File: config.mk
export PLATFORM = sky130hd
export DESIGN_NAME = sa_ram_rws_param
export DESIGN_NICKNAME = d
export VERILOG_FILES = /design/src/rtl/sa_ram_pkg.sv /design/src/rtl/sa_ram_rws_init_ctrl.sv /design/src/rtl/sa_ram_rws_param.sv
export SDC_FILE = /design/constraint.sdc
export NUM_CORES = 2
export LEC_CHECK = 0
export BUFFER_PORTS_ARGS = -buffer_cell sky130_fd_sc_hd__buf_2
export CORE_MARGIN = 5
export CORE_UTILIZATION = 42
export DETAILED_ROUTE_END_ITERATION = 6
export PLACE_DENSITY = 0.56
export SYNTH_ARGS = -nofsm -noshare
export SYNTH_HDL_FRONTEND = slang
export SYNTH_MEMORY_MAX_BITS = 65536
export SYNTH_SLANG_ARGS = --single-unit
File: constraint.sdc
create_clock -name clk -period 3.9 [get_ports clk]
set_input_delay 0.78 -clock clk [delete_from_list [all_inputs] [get_ports clk]]
set_output_delay 0.78 -clock clk [all_outputs]
set_load 0.005 [all_outputs]
File: src/rtl/sa_ram_pkg.sv
// sa_ram_pkg: shared state type and word helpers for sa_ram_rws_param.
// Helpers take words zero-extended to SA_RAM_MAXW bits.
package sa_ram_pkg;

  localparam int SA_RAM_MAXW    = 512;
  localparam int SA_RAM_MAXNSEG = 512;

  typedef enum logic {
    S_INIT,
    S_RUN
  } sa_ram_state_e;

  function automatic logic [SA_RAM_MAXW-1:0] sa_ram_merge(
    input logic [SA_RAM_MAXW-1:0]    old_w,
    input logic [SA_RAM_MAXW-1:0]    new_w,
    input logic [SA_RAM_MAXNSEG-1:0] mask,
    input int                        seg
  );
    logic [SA_RAM_MAXW-1:0] res;
    res = old_w;
    for (int b = 0; b < SA_RAM_MAXW; b++) begin
      if (mask[b / seg]) res[b] = new_w[b];
    end
    return res;
  endfunction

  // Even parity: one bit per segment, equal to the XOR of its data bits.
  function automatic logic [SA_RAM_MAXNSEG-1:0] sa_ram_par(
    input logic [SA_RAM_MAXW-1:0] word,
    input int                     seg
  );
    logic [SA_RAM_MAXNSEG-1:0] p;
    p = '0;
    for (int b = 0; b < SA_RAM_MAXW; b++) begin
      p[b / seg] = p[b / seg] ^ word[b];
    end
    return p;
  endfunction

endpackage

File: src/rtl/sa_ram_rws_init_ctrl.sv
// sa_ram_rws_init_ctrl: post-reset zero-fill sequencer for sa_ram_rws_param.
// Sweeps every address once, one word per cycle, then hands over to traffic.
module sa_ram_rws_init_ctrl
  import sa_ram_pkg::*;
#(
  parameter int DEPTH     = 16,
  parameter int AW        = $clog2(DEPTH),
  parameter int INIT_ZERO = 0
) (
  input  logic          clk,
  input  logic          rst,
  output logic          o_init_busy,
  output logic [AW-1:0] o_init_wa,
  output logic          o_init_we
);

  sa_ram_state_e r_state;
  logic [AW-1:0] r_cnt;
  logic          r_busy;

  always_ff @(posedge clk) begin
    if (rst) begin
      r_state <= (INIT_ZERO != 0) ? S_INIT : S_RUN;
      r_cnt   <= '0;
      r_busy  <= (INIT_ZERO != 0);
    end else begin
      unique case (r_state)
        S_INIT: begin
          r_cnt <= r_cnt + 1'b1;
          if (r_cnt == AW'(DEPTH - 1)) begin
            r_state <= S_RUN;
            r_busy  <= 1'b0;
          end
        end
        S_RUN: begin
          r_busy <= 1'b0;
        end
      endcase
    end
  end

  assign o_init_busy = r_busy;
  assign o_init_we   = r_busy;
  assign o_init_wa   = r_cnt;

endmodule

File: src/rtl/sa_ram_rws_param.sv
// sa_ram_rws_param: parametrised 1R1W RAM model with masked writes and
// read-valid strobe. Define SA_RAM_PARITY_EN for per-segment parity.
module sa_ram_rws_param
  import sa_ram_pkg::*;
#(
  parameter int DW        = 272,
  parameter int DEPTH     = 16,
  parameter int AW        = $clog2(DEPTH),
  parameter int SEG       = 8,
  parameter int OUT_REG   = 0,
  parameter int BYPASS    = 1,
  parameter int INIT_ZERO = 0,
  localparam int NSEG     = DW / SEG
) (
  input  logic            clk,
  input  logic            rst,
  input  logic [AW-1:0]   ra,
  input  logic            re,
  output logic [DW-1:0]   dout,
  output logic            dout_vld,
  input  logic [AW-1:0]   wa,
  input  logic            we,
  input  logic [NSEG-1:0] wmask,
  input  logic [DW-1:0]   di,
  output logic            init_busy,
  output logic            par_err,
  input  logic [31:0]     pwrbus_ram_pd
);

  logic            w_busy;
  logic            w_init_we;
  logic [AW-1:0]   w_init_wa;
  logic            w_we;
  logic [AW-1:0]   w_wa;
  logic [NSEG-1:0] w_wm;
  logic [DW-1:0]   w_di;
  logic            w_re;

  sa_ram_rws_init_ctrl #(
    .DEPTH    (DEPTH),
    .AW       (AW),
    .INIT_ZERO(INIT_ZERO)
  ) u_init (
    .clk        (clk),
    .rst        (rst),
    .o_init_busy(w_busy),
    .o_init_wa  (w_init_wa),
    .o_init_we  (w_init_we)
  );

  // The sweep owns the write port while it runs; user traffic is dropped.
  always_comb begin
    w_we = we;
    w_wa = wa;
    w_wm = wmask;
    w_di = di;
    if (w_init_we) begin
      w_we = 1'b1;
      w_wa = w_init_wa;
      w_wm = '1;
      w_di = '0;
    end
  end

  assign w_re      = re & ~w_busy;
  assign init_busy = w_busy;

  logic [DW-1:0] r_mem [DEPTH];

  always_ff @(posedge clk) begin
    if (w_we) begin
      for (int s = 0; s < NSEG; s++) begin
        if (w_wm[s]) r_mem[w_wa][s*SEG +: SEG] <= w_di[s*SEG +: SEG];
      end
    end
  end

  logic                   w_coll;
  logic [DW-1:0]          w_old;
  logic [DW-1:0]          w_rdata;
  logic [SA_RAM_MAXW-1:0] w_mrg_x;
  logic                   w_perr_now;
  logic                   w_unused_bits;

  assign w_old   = r_mem[ra];
  assign w_coll  = we & ~w_busy & (ra == wa);
  assign w_mrg_x = sa_ram_merge(SA_RAM_MAXW'(w_old),
                                SA_RAM_MAXW'(di),
                                SA_RAM_MAXNSEG'(wmask),
                                SEG);
  assign w_rdata = ((BYPASS != 0) && w_coll) ? w_mrg_x[DW-1:0] : w_old;

  assign w_unused_bits = ^{pwrbus_ram_pd, w_mrg_x[SA_RAM_MAXW-1:DW]};

`ifdef SA_RAM_PARITY_EN
  logic [NSEG-1:0]           r_par [DEPTH];
  logic [SA_RAM_MAXNSEG-1:0] w_pw_x;
  logic [SA_RAM_MAXNSEG-1:0] w_pr_x;
  logic [NSEG-1:0]           w_rpar;
  logic                      w_unused_par;

  assign w_pw_x = sa_ram_par(SA_RAM_MAXW'(w_di), SEG);

  always_ff @(posedge clk) begin
    if (w_we) begin
      for (int s = 0; s < NSEG; s++) begin
        if (w_wm[s]) r_par[w_wa][s] <= w_pw_x[s];
      end
    end
  end

  // Bypassed segments carry parity generated from the incoming data.
  assign w_rpar = ((BYPASS != 0) && w_coll)
                ? ((r_par[ra] & ~wmask) | (w_pw_x[NSEG-1:0] & wmask))
                : r_par[ra];
  assign w_pr_x     = sa_ram_par(SA_RAM_MAXW'(w_rdata), SEG);
  assign w_perr_now = |(w_pr_x[NSEG-1:0] ^ w_rpar);

  assign w_unused_par = ^{w_pw_x[SA_RAM_MAXNSEG-1:NSEG],
                          w_pr_x[SA_RAM_MAXNSEG-1:NSEG]};
`else
  assign w_perr_now = 1'b0;
`endif

  logic [DW-1:0] r_rd;
  logic          r_rvld;
  logic          r_rperr;

  always_ff @(posedge clk) begin
    if (rst) begin
      r_rd    <= '0;
      r_rvld  <= 1'b0;
      r_rperr <= 1'b0;
    end else begin
      r_rvld  <= w_re;
      r_rperr <= w_re & w_perr_now;
      if (w_re) r_rd <= w_rdata;
    end
  end

  generate
    if (OUT_REG != 0) begin : g_oreg
      logic [DW-1:0] r_dout;
      logic          r_vld;
      logic          r_perr;

      always_ff @(posedge clk) begin
        if (rst) begin
          r_dout <= '0;
          r_vld  <= 1'b0;
          r_perr <= 1'b0;
        end else begin
          r_vld  <= r_rvld;
          r_perr <= r_rperr;
          if (r_rvld) r_dout <= r_rd;
        end
      end

      assign dout     = r_dout;
      assign dout_vld = r_vld;
      assign par_err  = r_perr;
    end else begin : g_noreg
      assign dout     = r_rd;
      assign dout_vld = r_rvld;
      assign par_err  = r_rperr;
    end
  endgenerate

endmodule

* Yosys cells after proc, flatten, opt, wreduce, memory -nomap -nowiden
Memory sizes are Yosys's and may differ from the RTL's. Index checks and enable logic that the tools add are counted. Widths: inputs -> output; s select.
Word-level totals: bits of input ports 350, register bits after elaboration 279, memories kept 1, word-level logic and storage cells 398, RAM bits 4352, output and inout bits 275
Operators by class: reduce and logical (&&, ||, !) cells 1, bitwise gates (word level) 5, eq/ne operators 3, muxes and demuxes 382, add/sub/neg operators 1
Memories:
- r_mem | words 16, bits a word 272, rd ports 1, clocked after memory_dff 0, write ports 1, RTL line sa_ram_rws_param.sv:68 | logic [DW-1:0] r_mem [DEPTH];
Operator list (count):
- $mux 272 | 2
- $mux 1 | 377
- $mux 34 | 1
- $add 4x1->4 const B | 1
- $eq 4x4->1 | 1
- $eq 4x4->1 const B | 1
- $mux 4 | 1
- $and 1x1->1 | 3
- $ne 2x1->1 const B | 1
- $not 1->1 | 2
- $pmux 1 s2 | 1
- $reduce_or 2->1 | 1

* Logic depth before layout (Yosys ltp)
depth after elaboration 4, mapped depth 8, gate-level depth less buffers 4

* Hierarchy
A second synthesis with hierarchy kept.
Unflattened totals: cells, all modules 8898, area total of the unflattened synthesis 177939.4 um^2
Modules (own cells, without submodules):
- sa_ram_rws_param | times used 1, area each 177731.7 um^2, cells an instance 8878, seq. area each 136150.6 um^2
- sa_ram_rws_init_ctrl | times used 1, area each 207.7 um^2, cells an instance 20, seq. area each 100.1 um^2

* Worst setup path after synthesis
OpenSTA, ideal clock, no wires.
path kind input -> register, from input ra[2], to register r_rd[177] (netlist: dout[177]), path slack 1.232 ns, library setup time 0.122 ns, buffers on the path 4, data arrival time 2.546 ns, data required time 3.778 ns, cell stages on the path 8, path through buf_2 -> buf_2 -> clkbuf_1 -> buf_1 -> mux4_2 -> a22oi_1 -> nand2_1 -> a221o_1
On the way: longest elaborated chain between the ends 3, elaborated cells on any way between the ends 5, classes of those cells eq/ne (1); mux (2); bitwise (1); memory (1)
RTL lines:
- from (decl) | RTL line sa_ram_rws_param.sv:17 | input logic [AW-1:0] ra,
- $mem_v2 16x272 or $eq 4x4->1 (tied branches)
- $mux 1 or $and 1x1->1 (tied branches) | RTL line sa_ram_pkg.sv:22, sa_ram_rws_param.sv:86
- $mux 272 (*) | RTL line sa_ram_rws_param.sv:91 | assign w_rdata = ((BYPASS != 0) && w_coll) ? w_mrg_x[DW-1:0] : w_old;
- to (signal assigned) | RTL line sa_ram_rws_param.sv:137 | if (w_re) r_rd <= w_rdata;
- to (decl) | RTL line sa_ram_rws_param.sv:125 | logic [DW-1:0] r_rd;
Every way passes the cells marked *; elsewhere a longest branch is shown, timed or not. A chain may end at the register's enable or synchronous reset.

* Final worst setup path
from register r_rd[77] (netlist: dout[77]), to output dout[77]
RTL lines:
- to (decl) | RTL line sa_ram_rws_param.sv:19 | output logic [DW-1:0] dout,
No word-level cell between the ends.

==> metrics.csv <==
stage;metric;value;unit
layout;filler instances;33920;
floorplan;Die Ht;656.1;microns
pwr;Clk pwr share;42.3;%
logic_synthesis;Mapped Avg Cell Area;21.13;sq um
timing;TNS Setup;0;ps
timing;Setup-failing EPs final;0;
timing;Final Max Slew Viols;0;
clocking;CTS tree;yes;
clocking;cts repair resizes;0;
timing;Final Hold Vio Count;0;
grt;first-pass GRT wire length;657.4;mm
layout;Total Nets Final;9770;
worst_setup_path;Critical R2R Capture;dout[57]$_SDFFE_PP0P_;
logic_synthesis;FFs w/ async S/R, synth;0;%
worst_setup_path;Critical Path, Cell by Cell;buf_2;
pwr;leakage power;67.09;nW
detailed_routing;via count;87580;
clocking;Root Driver;clkbuf_16;
place;placed cell areas;188600;sq um
worst_setup_path;Levels on crit path;1;
grt;grt ovf;0;
worst_setup_path;R2R setup slack;2030;ps
timing;Rel. slew slack;29.51;%
pwr;Peak VDD IR;0.4204;mV
worst_setup_path;CP top delay family;flip-flops;
timing;RSZ-0062 raised after global routing;false;
pwr;Switching Fraction;21.52;%
clocking;Post-CTS Setup Bufs;0;
clocking;Max clock buf depth;4;
floorplan;Top-Level Pins;625;
grt;largest net degree at the start of global routing;146;
grt;antenna violations before repair;126;
worst_setup_path;worst path bufs/invs;1;
worst_setup_path;data required time of the worst path;3120;ps
pwr;total power;105.7;mW
floorplan;row cnt;237;
place;post-DP HPWL;296.5;mm
logic_synthesis;distinct cell type count after synthesis;24;
clocking;Hold Buf Count CTS;0;
outcome;status;completed;
place;RD Place Congestion;0.7920;
timing;skew final;68.91;ps
place;PortBufs;590;
floorplan;Die W;656.1;microns
pwr;internal power;82.93;mW
worst_setup_path;CP endpoint;dout[77];
logic_synthesis;Primary FF master, synth;edfxtp_1;
logic_synthesis;area leader, netlist;edfxtp_1;
run;max cap viols;0;
worst_setup_path;startpoint type of the worst setup path;register;
logic_synthesis;synthesized cell area;175400;sq um
pwr;P per Cell Area;517.4;nW/um^2
clocking;clock buffer count from CTS;471;
floorplan;Initial Util;42.12;%
floorplan;Core Region;416300;sq um
logic_synthesis;FF+latch count, synth;4625;
timing;Max Clock Freq;0.4093;GHz
timing;worst slew pin tran;1052;ps
worst_setup_path;CP max-delay cell;dfxtp_1;
worst_hold_path;HP Start;di[106];
layout;post-layout util;49.05;%
logic_synthesis;synth top area cells;edfxtp_1 75%, mux4_2 14%, dfxtp_1 3.1%, a22oi_1 2.3%, a221o_1 1.6%;
worst_setup_path;Largest stage delay, worst path;480;ps
layout;Finished Cell Area;204200;sq um
clocking;H-tree depth;5;
logic_synthesis;top-count cell post-synth;edfxtp_1;
timing;period utilization;62.64;%
detailed_routing;final wirelength;459.2;mm
clocking;# clock sinks;4625;
detailed_routing;initial DRC count;8034;
worst_setup_path;crit path kind;reg -> out;
worst_setup_path;Reg2Reg Depth;4;
floorplan;die footprint;430500;sq um
logic_synthesis;EDFF count, synth;4352;
worst_setup_path;Crit. Startpoint;dout[77]$_SDFFE_PP0P_;
clocking;clock-pin slew on the worst setup and hold paths;70;ps
timing;setup ws final;1457;ps
detailed_routing;DR pass1 iterations;5;
detailed_routing;DRC Markers;0;
layout;area added between synthesis and finish;16.47;%
logic_synthesis;Ys Warns;0;
detailed_routing;via-per-instance ratio;5.692;
detailed_routing;routed len/inst;29.85;microns
logic_synthesis;sequential-to-total area share from yosys stat;77.64;%
pwr;sequential cell fraction of total power;52.3;%
pwr;Psw;22.74;mW
grt;GRT Total Usage;20.84;%
layout;non-filler cells, final;15390;
grt;via count of the first global-routing pass;91140;
place;Inst Count DP;14440;
worst_setup_path;Max FO, Critical Path;2;
pwr;Combinational Power Share;5.3;%
logic_synthesis;Synth top cells by count;4,352 x edfxtp_1, 1,088 x mux4_2, 548 x nor2_1, 544 x a22oi_1, 331 x clkbuf_1;
layout;layout cells sized above 1;30.43;%
worst_hold_path;worst hold path type;in -> reg;
clocking;worst-skew pair later-pin latency;1010;ps
timing;Tmin final;2443;ps
logic_synthesis;cell count after synthesis;8298;
place;dpl ws;458.8;ps
detailed_routing;Final ANT Viol Nets;0;
worst_setup_path;crit path DAT;1660;ps
worst_setup_path;r2r startpoint;r_mem[5][57]$_DFFE_PP_;
timing;worst hold margin;160.0;ps
logic_synthesis;share of the synthesized area in the top cell type;74.53;%
worst_setup_path;Setup crit end kind;primary output;
placed cells by master (no fill, tap or decap), types with 5 or more instances in the layout:
cell type and n:
a221o_1 272, a22oi_1 544, a31oi_1 34, and2_1 272, and4_1 34, buf_12 79, buf_2 587, buf_4 524
bufinv_16 40, clkbuf_1 110, clkbuf_16 476, clkbuf_8 34, clkinv_1 90, clkinv_16 10, clkinv_2 87, clkinv_4 5
clkinvlp_4 21, dfxtp_1 273, diode_2 52, edfxtp_1 4352, inv_6 11, mux4_2 1088, nand2_1 306, nand2_4 9
nand3_4 6, nor2_1 546
metal layers:
layer / vias to the layer above / track usage (%) / routed length, microns
li1: 37080 / - / -
met1: 46660 / 27.75 / 183500
met2: 3054 / 34.87 / 229600
met3: 773 / 3.594 / 29580
met4: 16 / 7.122 / 16460
met5: - / 0 / 103
kinds of logic after synthesis:
group                     share of synthesized area [%]
AOI/OAI and AO/OA                                 4.003
muxes                                             13.97
buffers and inverters                             1.311
DFF                                               77.64
xor gates and xnor gates                        0.01998
and+or+nand+nor                                   3.046
other                                          0.002139
power by group through the flow:
stage	combinational, mW	sequential [mW]	clock, mW
finish	5.62	55.3	44.7
global route	6.01	55.3	47.8
CTS	5.73	55.3	45.7
detailed placement	5.72	56.3	0
global placement	5.61	56.3	0
floorplan	2.84	56.3	0
how the worst min path moves through the flow:
| stage | to | slack, ps | depth (start not counted) |
|---|---|---|---|
| 6_report | r_mem[13][106]$_DFFE_PP_ | 160 | 1 |
| 2_1_floorplan | dout[0]$_SDFFE_PP0P_ | 550 | 2 |
| 3_5_place_dp | dout[116]$_SDFFE_PP0P_ | 530 | 2 |
| 5_1_grt | r_mem[3][109]$_DFFE_PP_ | 90 | 1 |
| 4_1_cts | r_mem[4][105]$_DFFE_PP_ | 50 | 1 |
| 3_3_place_gp | dout[46]$_SDFFE_PP0P_ | 540 | 2 |
state kept, by name, summed over array words and instances (netlist names):
name,cells
r_mem,4352
dout,272
dout_vld,1
layout make-up:
class                           instances  area [sq um]  share of cell area (%)
Antenna cell                           52         130.1                 0.06372
Clock buffer                          620         12790                   6.264
Clock inverter                        271          2701                   1.323
Inverter                                1         6.256                0.003063
Multi-Input combinational cell       3130         37100                   18.17
Sequential cell                      4625        136200                   66.67
Tap cell                             5497          6878                   3.368
Timing Repair Buffer                 1191          8468                   4.146
No activity file was read; power rests on OpenSTA's default activity.
